$ cat src/rtl/core161c_ctl.sv
// Type 161C core memory emulation: four-port PDP-10 membus front end over a 36-bit Avalon-MM word store.
// Optional single-step mode is built when CORE161C_SINGLE_STEP_EN is defined.
// DEC bit k of a field numbered [a:35] lives at index 35-k (ma[35] is bit 0, mb[0] is bit 35).
module core161c_ctl #(
  parameter logic [3:0] memsel_p0 = 4'b0000,
  parameter logic [3:0] memsel_p1 = 4'b0000,
  parameter logic [3:0] memsel_p2 = 4'b0000,
  parameter logic [3:0] memsel_p3 = 4'b0000
) (
  input  logic        clk,
  input  logic        reset,
  input  logic        power,
  input  logic        sw_single_step,
  input  logic        sw_restart,

  input  logic        membus_rq_cyc_p0,
  input  logic        membus_rd_rq_p0,
  input  logic        membus_wr_rq_p0,
  input  logic        membus_wr_rs_p0,
  input  logic [3:0]  membus_sel_p0,
  input  logic        membus_fmc_select_p0,
  input  logic [14:0] membus_ma_p0,
  input  logic [35:0] membus_mb_in_p0,
  output logic        membus_addr_ack_p0,
  output logic        membus_rd_rs_p0,
  output logic [35:0] membus_mb_out_p0,

  input  logic        membus_rq_cyc_p1,
  input  logic        membus_rd_rq_p1,
  input  logic        membus_wr_rq_p1,
  input  logic        membus_wr_rs_p1,
  input  logic [3:0]  membus_sel_p1,
  input  logic        membus_fmc_select_p1,
  input  logic [14:0] membus_ma_p1,
  input  logic [35:0] membus_mb_in_p1,
  output logic        membus_addr_ack_p1,
  output logic        membus_rd_rs_p1,
  output logic [35:0] membus_mb_out_p1,

  input  logic        membus_rq_cyc_p2,
  input  logic        membus_rd_rq_p2,
  input  logic        membus_wr_rq_p2,
  input  logic        membus_wr_rs_p2,
  input  logic [3:0]  membus_sel_p2,
  input  logic        membus_fmc_select_p2,
  input  logic [14:0] membus_ma_p2,
  input  logic [35:0] membus_mb_in_p2,
  output logic        membus_addr_ack_p2,
  output logic        membus_rd_rs_p2,
  output logic [35:0] membus_mb_out_p2,

  input  logic        membus_rq_cyc_p3,
  input  logic        membus_rd_rq_p3,
  input  logic        membus_wr_rq_p3,
  input  logic        membus_wr_rs_p3,
  input  logic [3:0]  membus_sel_p3,
  input  logic        membus_fmc_select_p3,
  input  logic [14:0] membus_ma_p3,
  input  logic [35:0] membus_mb_in_p3,
  output logic        membus_addr_ack_p3,
  output logic        membus_rd_rs_p3,
  output logic [35:0] membus_mb_out_p3,

  output logic [17:0] m_address,
  output logic        m_read,
  output logic        m_write,
  output logic [35:0] m_writedata,
  input  logic [35:0] m_readdata,
  input  logic        m_waitrequest
);

  localparam int unsigned NP  = 4;
  localparam int unsigned AW  = 14;
  localparam int unsigned MAW = 18;
  localparam int unsigned DW  = 36;

  typedef enum logic [2:0] {
    S_IDLE, S_ACK, S_RD, S_RS, S_WWAIT, S_WR, S_STEP
  } state_t;

  state_t        state;
  logic [1:0]    port_q;
  logic [AW-1:0] addr_q;
  logic          rd_q;
  logic          wr_q;
  logic [DW-1:0] data_q;
  logic [NP-1:0] lock_q;
  logic [NP-1:0] addr_ack_q;
  logic [NP-1:0] rd_rs_q;
  logic [DW-1:0] mb_out_q [NP];

  // Per-port views of the membus inputs
  logic [NP-1:0] rq_cyc, rd_rq, wr_rq, wr_rs, fmc;
  logic [3:0]    sel    [NP];
  logic [3:0]    memsel [NP];
  logic [AW-1:0] ma     [NP];
  logic [DW-1:0] mb_in  [NP];

  assign rq_cyc = {membus_rq_cyc_p3, membus_rq_cyc_p2, membus_rq_cyc_p1, membus_rq_cyc_p0};
  assign rd_rq  = {membus_rd_rq_p3, membus_rd_rq_p2, membus_rd_rq_p1, membus_rd_rq_p0};
  assign wr_rq  = {membus_wr_rq_p3, membus_wr_rq_p2, membus_wr_rq_p1, membus_wr_rq_p0};
  assign wr_rs  = {membus_wr_rs_p3, membus_wr_rs_p2, membus_wr_rs_p1, membus_wr_rs_p0};
  assign fmc    = {membus_fmc_select_p3, membus_fmc_select_p2,
                   membus_fmc_select_p1, membus_fmc_select_p0};

  assign sel[0] = membus_sel_p0;
  assign sel[1] = membus_sel_p1;
  assign sel[2] = membus_sel_p2;
  assign sel[3] = membus_sel_p3;

  assign memsel[0] = memsel_p0;
  assign memsel[1] = memsel_p1;
  assign memsel[2] = memsel_p2;
  assign memsel[3] = memsel_p3;

  // Top address bit (DEC ma[21]) is dropped: 16K words wrap
  assign ma[0] = membus_ma_p0[AW-1:0];
  assign ma[1] = membus_ma_p1[AW-1:0];
  assign ma[2] = membus_ma_p2[AW-1:0];
  assign ma[3] = membus_ma_p3[AW-1:0];

  assign mb_in[0] = membus_mb_in_p0;
  assign mb_in[1] = membus_mb_in_p1;
  assign mb_in[2] = membus_mb_in_p2;
  assign mb_in[3] = membus_mb_in_p3;

  assign membus_addr_ack_p0 = addr_ack_q[0];
  assign membus_addr_ack_p1 = addr_ack_q[1];
  assign membus_addr_ack_p2 = addr_ack_q[2];
  assign membus_addr_ack_p3 = addr_ack_q[3];
  assign membus_rd_rs_p0    = rd_rs_q[0];
  assign membus_rd_rs_p1    = rd_rs_q[1];
  assign membus_rd_rs_p2    = rd_rs_q[2];
  assign membus_rd_rs_p3    = rd_rs_q[3];
  assign membus_mb_out_p0   = mb_out_q[0];
  assign membus_mb_out_p1   = mb_out_q[1];
  assign membus_mb_out_p2   = mb_out_q[2];
  assign membus_mb_out_p3   = mb_out_q[3];

  logic          unused_ok;
  logic          step_go;
  logic          restart_rise;

`ifdef CORE161C_SINGLE_STEP_EN
  logic restart_q;

  // Synchronous edge detect of the continue switch
  always_ff @(posedge clk) begin
    if (!reset || !power) restart_q <= 1'b0;
    else                  restart_q <= sw_restart;
  end

  assign step_go      = sw_single_step;
  assign restart_rise = sw_restart & ~restart_q;
  assign unused_ok    = &{1'b0, membus_ma_p0[AW], membus_ma_p1[AW],
                          membus_ma_p2[AW], membus_ma_p3[AW]};
`else
  assign step_go      = 1'b0;
  assign restart_rise = 1'b1;
  assign unused_ok    = &{1'b0, membus_ma_p0[AW], membus_ma_p1[AW],
                          membus_ma_p2[AW], membus_ma_p3[AW],
                          sw_single_step, sw_restart};
`endif

  // Eligibility and fixed priority, p0 highest
  logic [NP-1:0] elig;
  logic [1:0]    gnt;

  always_comb begin
    elig = '0;
    gnt  = 2'd0;
    for (int i = 0; i < NP; i++) begin
      elig[i] = rq_cyc[i] && (sel[i] == memsel[i]) && !fmc[i] && !lock_q[i];
    end
    for (int i = NP - 1; i >= 0; i--) begin
      if (elig[i]) gnt = 2'(i);
    end
  end

  always_ff @(posedge clk) begin
    if (!reset || !power) begin
      state       <= S_IDLE;
      port_q      <= '0;
      addr_q      <= '0;
      rd_q        <= 1'b0;
      wr_q        <= 1'b0;
      data_q      <= '0;
      lock_q      <= '0;
      addr_ack_q  <= '0;
      rd_rs_q     <= '0;
      m_address   <= '0;
      m_read      <= 1'b0;
      m_write     <= 1'b0;
      m_writedata <= '0;
      for (int i = 0; i < NP; i++) mb_out_q[i] <= '0;
    end else begin
      addr_ack_q <= '0;
      rd_rs_q    <= '0;
      for (int i = 0; i < NP; i++) mb_out_q[i] <= '0;
      // A lock stays only while its port keeps rq_cyc asserted
      lock_q <= lock_q & rq_cyc;

      case (state)
        S_IDLE: begin
          if (|elig) begin
            port_q <= gnt;
            addr_q <= ma[gnt];
            rd_q   <= rd_rq[gnt];
            wr_q   <= wr_rq[gnt];
            state  <= S_ACK;
          end
        end
        S_ACK: begin
          addr_ack_q[port_q] <= 1'b1;
          lock_q[port_q]     <= rq_cyc[port_q];
          if (rd_q) begin
            m_read    <= 1'b1;
            m_address <= MAW'(addr_q);
            state     <= S_RD;
          end else if (wr_q) begin
            state <= S_WWAIT;
          end else begin
            state <= S_IDLE;
          end
        end
        S_RD: begin
          if (!m_waitrequest) begin
            m_read <= 1'b0;
            data_q <= m_readdata;
            state  <= S_RS;
          end
        end
        S_RS: begin
          rd_rs_q[port_q]  <= 1'b1;
          mb_out_q[port_q] <= data_q;
          if (wr_q)         state <= S_WWAIT;
          else if (step_go) state <= S_STEP;
          else              state <= S_IDLE;
        end
        S_WWAIT: begin
          if (wr_rs[port_q]) begin
            m_write     <= 1'b1;
            m_address   <= MAW'(addr_q);
            m_writedata <= mb_in[port_q];
            state       <= S_WR;
          end
        end
        S_WR: begin
          if (!m_waitrequest) begin
            m_write <= 1'b0;
            state   <= step_go ? S_STEP : S_IDLE;
          end
        end
        S_STEP: begin
          if (restart_rise) state <= S_IDLE;
        end
        default: state <= S_IDLE;
      endcase
    end
  end

endmodule

$ cat config.mk
export PLATFORM = sky130hd
export DESIGN_NAME = core161c_ctl
export DESIGN_NICKNAME = d
export VERILOG_FILES = /design/src/rtl/core161c_ctl.sv
export SDC_FILE = /design/constraint.sdc
export NUM_CORES = 1
export LEC_CHECK = 0
export CORE_AREA = 2 2 189 191
export DETAILED_ROUTE_END_ITERATION = 16
export DIE_AREA = 0 0 191 193
export MAX_ROUTING_LAYER = met4
export SYNTH_ARGS = -nofsm -noshare
export SYNTH_HDL_FRONTEND = slang
export SYNTH_SLANG_ARGS = --single-unit
$ cat constraint.sdc
create_clock -name clk -period 2.7 [get_ports clk]
set_input_delay 0.405 -clock clk [delete_from_list [all_inputs] [get_ports clk]]
set_output_delay 0.405 -clock clk [all_outputs]
set_load 0.05 [all_outputs]
### Word level (Yosys, flattened, before mapping)

Memories as Yosys holds them, arrays and structs flattened.
Index checks and enable logic that the tools add are counted.

* register bits: 125
* word-level logic and storage cells: 128
* memories kept: 1
* memory bits (writable): 144
* output and inout port bits: 208
* bits of input ports: 282

* magnitude comparators: 5
* multiplexer cells: 47
* equal/unequal tests: 10
* reductions and logical operators: 42
* bitwise logic cells: 10

Memories
* mb_out_q: depth 4, width 36, read ports 4, clocked after memory_dff 0, write ports 5, line 90 `logic [DW-1:0] mb_out_q [NP];`

Operators by type and width (number)
* $mux W36: 6
* $bmux W36 S2: 1
* $mux W18: 2
* $pmux W18 S2: 1
* $bmux W14 S2: 1
* $mux W14: 2
* $mux W3: 6
* $pmux W3 S6: 1
* $logic_not A4 Y1: 4
* $mux W1: 14
* $logic_and A1 B1 Y1: 13
* $logic_not A1 Y1: 10
* $ne A2 B2 Y1 const B: 5
* $reduce_and A3 Y1: 3
* $bmux W1 S2: 4
* $mux W2: 4
* $eq A3 B2 Y1 const B: 2
* $eq A3 B3 Y1 const B: 2
* $ge A3 B3 Y1 const B: 2
* $lt A2 B3 Y1 const B: 2
* $not A2 Y3: 2
* $reduce_and A2 Y1: 3
* $reduce_bool A2 Y1: 3
* $and A4 B4 Y4: 1
* other kinds (13): 20

### Longest topological paths before layout

Gate-level depths: netlist of run 1.

* depth after elaboration: 12
* depth in mapped cells: 8
* depth with buffers taken out: 5

### Least setup slack after synthesis of run 1

Ideal clock, no wire load.

* path kind: input to register
* from: in membus_sel_p2[2]
* to: reg rd_q
* data arrival time: 2.090 ns
* required time: 2.583 ns
* path slack: 0.493 ns
* path buffers: 3
* setup time: 0.117 ns
* cell stages on the path: 8
* cell sequence: or4b_1 > or2_1 > buf_6 > and4_4 > o21ba_1 > buf_6 > buf_6 > a32o_1

* longest elaborated chain between the ends: 9
* elaborated cells on any way between the ends: 11
* those cells by class: 5 x mux; 6 x reduce/logical

RTL lines
* from (decl): line 44 `input logic [3:0] membus_sel_p2,`
* $logic_not A4 Y1 (*): line 173 `elig[i] = rq_cyc[i] && (sel[i] == memsel[i]) && !fmc[i] && !lock_q[i];`
* $logic_and A1 B1 Y1 (*) (3 in a row): line 173
* $mux W2 (3 in a row): line 176 `if (elig[i]) gnt = 2'(i);`
* $bmux W1 S2: line 208 `rd_q <= rd_rq[gnt];`
* $mux W1 (implied by the code): line 208
* to (signal assigned): line 208
* to (decl): line 84 `logic rd_q;`

Every way passes the cells marked *; elsewhere a longest branch is shown, timed or not. The select of a mux whose other input is x is not followed.
A chain may end at the register's enable or synchronous reset.

### Worst setup path after layout of run 1

* from: reg m_writedata[29]
* to: out m_writedata[29]

RTL lines
* from (decl): line 67 `output logic [35:0] m_writedata,`
* from (signal assigned): line 244 `m_writedata <= mb_in[port_q];`

No word-level cell between the ends.

==> results.yml, run 1 <==
status:
  outcome: "finished clean"
logic_synthesis:
  synth_cells: 927
  async_flop_share: 0
  synth-edff-count: 0
  synth_seq_cells: 265
  ys_top_cells_by_area: "dfxtp_1, and2_1, mux4_2"
  syn_area_per_cell_um2: 10.2
  synth_top_area_frac: 0.561
  ys.flop_type: "dfxtp_1"
  ys_warn_count: 0
  synth_cell_types: 41
  ys_seq_area_frac: 0.561
  yosysMostFrequentCell: "dfxtp_1"
  synth_top_cell_by_area: "dfxtp_1"
  syn_area_um2: 9460
  synth_common_cells: "dfxtp_1, nand2_1, and2_1"
timing:
  fin_skew_ns: 0.0241
  max_freq_mhz: 453
  finalSetupViolations: 0
  setup_ws_ns: 0.495
  drv_slew: 0
  period_share: 0.817
  max_slew_margin: 0.481
  rsz0062_at_grt: "no"
  tightest_slew_ns: 0.779
  fin_tns_setup_ns: 0
  timing.final.crit_period_ns: 2.21
  finalHoldViolations: 0
power_and_ir_drop:
  total_power_w: 0.00856
  p_leak_nw: 5.62
  ir_drop_mv: 0.484
  p_per_area_nw_per_um2: 540
critical_path:
  path_class: "register to output pin"
  crit_path_end_kind: "output pin"
  cp_slowest_cell: "clkdlybuf4s50_1"
  path_buf_inv: 1
  crit_chain: "clkdlybuf4s50_1"
  max_stage_delay_ns: 0.85
  required_ns: 2.30
  crit_family: "buffers and inverters"
  crit_arrival_ns: 1.80
  crit_fanout: 2
  startpoint_type: "register"
placed_design:
  io_buffers: 479
  place_hpwl_um: 24200
  dpl_worst_slack_ns: 0.101
  gp_congestion: 0.820
clock_network:
  numCtsBuffers: 28
  cts.path.max_buffers: 3
  htree_levels: 1
  clkSinkCount: 265
  insertion_delay_ns: 0.56
  cts_tree: "done"
  cts_setup_buffers: 0
  hold_buffers: 0
  clk_pin_slew_ns: 0.06
  ctsResizeCount: 0
  root_buffer: "clkbuf_16"
global_route:
  grt_pass1_wl_um: 46400
  grt_use_total: 0.169
  grt_pass1_vias: 7896
  grt_start_max_net_pins: 66
  antenna_found_initial: 1
  overflow: 0
floorplan:
  fp.dieW_um: 191
  start_util: 0.271
  die_y_um: 193
  die_area_um2: 36900
  rows: 69
  core_region_area_um2: 35000
  io_pins: 490
route:
  dr.pass1.iters: 6
  totalWireLength_um: 32800
  drc: 0
  vias: 8235
  post_drt_wl_per_cell_um: 17.5
  routed_via_density: 4.40
  drt_iter0_drc: 358
  ant_nets: 0
worst_hold_path:
  min_path_type: "input port to register"
final_layout:
  drive_gt1_frac: 0.0829
  syn2layout_area_growth_pct: 67.4
  fillers: 3333
  final_nets: 1672
run:
  drv_cap: 0
[registers in the layout, indices dropped and copies added, names as in the netlist]
signal / count
lock_q: 4
rd_rs_q: 4
addr_q: 14
m_writedata: 36
wr_q: 1
rd_q: 1
m_read: 1
data_q: 36
addr_ack_q: 4
state: 3
m_address: 14
m_write: 1
port_q: 2
mb_out_q: 144
[metal layers]
metal  track usage  vias up  share of wire
li1              -     4043              -
met1         0.211     3801           0.42
met2         0.276      349           0.48
met3        0.0387       42          0.079
met4        0.0423        0          0.021
met5             -        -              0
[path summary, 6_finish.rpt]
check / startpoint / slack (ns) / to / cells past startpoint
max: m_writedata[29]$_SDFFE_PP0P_ / 0.49 / m_writedata[29] / 1
min: m_readdata[8] / 0.39 / data_q[8]$_SDFFE_PP0P_ / 3
max reg2reg: lock_q[2]$_SDFF_PP0_ / 0.65 / addr_q[13]$_SDFFE_PP0P_ / 5
min reg2reg: m_writedata[30]$_SDFFE_PP0P_ / 0.45 / m_writedata[30]$_SDFFE_PP0P_ / 2
[where the power goes]
| group | leakage [nW] | switching, W | internal [W] | total [W] |
|---|---|---|---|---|
| Clock | 0.488 | 0.00161 | 0.00246 | 0.00407 |
| Sequential | 2.13 | 0.00000390 | 0.00391 | 0.00392 |
| Combinational | 3.00 | 0.000155 | 0.000415 | 0.000570 |
[layout make-up]
class	count	area, um2	share of cell area
flip-flops and latches	265	5310	0.335
repair buffers	499	5070	0.320
multi-input cells	591	3860	0.244
clock buffers	37	795	0.0502
well taps	461	577	0.0364
clock inverters	14	204	0.0129
inverters	5	18.8	0.00119
diodes	1	2.50	0.000158
[cells by family after synthesis]
logic type	count (synthesis)	share of synthesized area
simple gates	381	0.204
buf+inv	74	0.0352
flops	265	0.561
compound gates	155	0.0968
other cells	1	0.000396
mux	51	0.103
[worst register-to-register path, delay by kind of cell (launching register included)]
| kind | cells | cell delay, ns |
|---|---|---|
| AO/OA/AOI/OAI | 2 | 0.66 |
| flip-flops | 1 | 0.31 |
| AND/OR/NAND/NOR | 3 | 0.96 |
[through the flow]
stage | hold WS [ns] | utilization | instances | instance area, um2
floorplan | 0.441 | - | 930 | 9470
global placement | 0.441 | 0.424 | 1821 | 14800
detailed placement | 0.447 | 0.424 | 1821 | 14800
CTS | 0.358 | 0.453 | 1872 | 15800
global route | 0.385 | 0.453 | 1872 | 15800
finish | 0.386 | 0.453 | 1873 | 15800
[placed cells by master, fill, tap and decap left out, drive strengths merged, types with 2 or more instances in the layout]
master,n
clkdlybuf4s50,479
dfxtp,265
nand2,154
and2,146
a21oi,94
mux4,37
clkbuf,37
nor2,34
buf,20
o21ai,18
nand2b,17
a32o,16
o22ai,15
mux2i,14
nor3,10
clkinv,8
inv,5
a31oi,5
nor3b,4
conb,4
bufinv,4
nand3,3
nor4b,3
nor2b,2
or3,2
clkinvlp,2
or2,2
Note: power is estimated with default switching activity, not from simulation.
==> run 2: changes to the inputs <==
Clock period 2.7 ns to 2.27 ns, I/O delays scaled along.
==> run 2 against run 1 <==
Combinational power up 22%. Clock skew decreased by 0.016 ns. Power is 16% higher. Final cell count is 0.37% higher. Non-clock buffer count is 10 higher. Die area unchanged. Via count rose by 0.30%. Core utilization is 0.17 points higher. Critical endpoint is now m_writedata[35]. Largest cell class unchanged.
==> results.yml, run 2 (synthesis gave the netlist of run 1 again) <==
timing:
  tightest_slew_ns: 0.621
  setup_ws_ns: 0.129
  rsz0062_at_grt: "no"
  finalSetupViolations: 0
  fin_skew_ns: 0.00782
  whs_ns: 0.345
  finalHoldViolations: 0
  drv_slew: 0
  max_slew_margin: 0.585
  timing.final.crit_period_ns: 2.14
  max_freq_mhz: 467
  period_share: 0.943
floorplan:
  fp.dieW_um: 191
  die_area_um2: 36900
  rows: 69
  start_util: 0.271
  die_y_um: 193
  core_region_area_um2: 35000
  io_pins: 490
placed_design:
  dpl_worst_slack_ns: -0.250
  io_buffers: 479
  gp_congestion: 0.899
  place_hpwl_um: 24000
  placed_cell_area_um2: 15000
critical_path:
  crit_fanout: 2
  cp_num_cells: 1
  path_class: "register to output pin"
  ff2ff_path_depth: 5
  crit_chain: "clkdlybuf4s50_1"
  required_ns: 1.93
  cp_slowest_cell: "clkdlybuf4s50_1"
  crit_arrival_ns: 1.80
  startpoint_type: "register"
  path_buf_inv: 1
  crit_family: "buffers and inverters"
  max_stage_delay_ns: 0.86
  crit_path_end_kind: "output pin"
route:
  totalWireLength_um: 32500
  route.met3.wl_um: 2680
  vias: 8260
  highest_layer: "met4"
  post_drt_wl_per_cell_um: 17.3
  drc: 0
  wl_met2_um: 15300
  ant_nets: 0
  dr.pass1.iters: 4
  drt_iter0_drc: 262
  met1_length_um: 13800
  routed_via_density: 4.39
global_route:
  grt_pass1_vias: 7947
  overflow: 0
  grt_pass1_wl_um: 47100
  grt_start_max_net_pins: 97
  grt_use_total: 0.171
  antenna_found_initial: 0
final_layout:
  reg_top3: "mb_out_q x144, data_q x36, m_writedata x36"
  final_nets: 1682
  largest_reg_flops: 144
  max_flop_register: "mb_out_q"
  fillers: 3326
  drive_gt1_frac: 0.0888
  layout_commonest_cell: "clkdlybuf4s50_1"
  regArea_um2: 5310
  syn2layout_area_growth_pct: 68.0
  stdcell_area_um2: 15900
  multiInputGateArea_um2: 3860
  n_antenna_cell: 0
  most-common-layout-cells: "clkdlybuf4s50_1, dfxtp_1, nand2_1, and2_1, a21oi_1"
power_and_ir_drop:
  p_per_area_nw_per_um2: 623
  p_leak_nw: 5.66
  ir_drop_mv: 0.437
clock_network:
  ctsResizeCount: 0
  insertion_delay_ns: 0.54
  cts.path.max_buffers: 3
  cts_setup_buffers: 0
  hold_buffers: 0
  root_buffer: "clkbuf_16"
  clk_pin_slew_ns: 0.06
  htree_levels: 1
  numCtsBuffers: 28
  clkSinkCount: 265
  cts_tree: "done"
status:
  outcome: "finished clean"
worst_hold_path:
  min_path_cells: 3
  min_path_type: "input port to register"
run:
  drv_cap: 0
-- run 2: cell count changes in the layout (fill, tap and decap cells not counted), sizes merged --
cell      change
bufinv        -2
inv           +1
clkinvlp      -1
diode         -1
buf          +10
-- run 2: area by class of cell --
class | count | share of cell area
Clock inverter | 12 | 0.00826
Inverter | 5 | 0.00118
Sequential cell | 265 | 0.334
Clock buffer | 37 | 0.0506
Multi-Input combinational cell | 591 | 0.243
Timing Repair Buffer | 509 | 0.327
Tap cell | 461 | 0.0363
-- run 2: path summary, 6_finish.rpt --
path,from,end,slack (ns)
max,m_writedata[35]$_SDFFE_PP0P_,m_writedata[35],0.13
max reg2reg,lock_q[2]$_SDFF_PP0_,addr_q[8]$_SDFFE_PP0P_,0.26
min,m_readdata[8],data_q[8]$_SDFFE_PP0P_,0.35
min reg2reg,m_writedata[30]$_SDFFE_PP0P_,m_writedata[30]$_SDFFE_PP0P_,0.45
-- run 2: per-layer routing --
layer	GRT usage	vias to the layer above
li1	-	4067
met1	0.214	3818
met2	0.275	332
met3	0.0418	43
met4	0.0447	0
met5	-	-
-- run 2: tightest hold or removal path: cells and delay by family --
family | cells | cell delay, ns
buffers and inverters | 1 | 0.39
and+or+nand+nor | 1 | 0.05
AOI/OAI and AO/OA | 1 | 0.05
-- run 2: power by group --
group | internal [W] | switching, W
clock | 0.00271 | 0.00184
combinational | 0.000505 | 0.000188
sequential | 0.00466 | 0.00000455
-- run 2: per-stage QoR --
step | cells | utilization | total power (W) | TNS [ns]
floorplan | 930 | - | 0.00492 | 0
global placement | 1831 | 0.428 | 0.00546 | -3.47
detailed placement | 1831 | 0.428 | 0.00546 | -4.03
CTS | 1880 | 0.455 | 0.0100 | 0
global route | 1880 | 0.455 | 0.0103 | 0
finish | 1880 | 0.455 | 0.00990 | 0
==> run 3: changes to the inputs <==
Settings changed: HOLD_SLACK_MARGIN set to 0.06.
==> results of run 3 <==
Same layout as run 2: the final DEF is identical, and so are final timing and power.
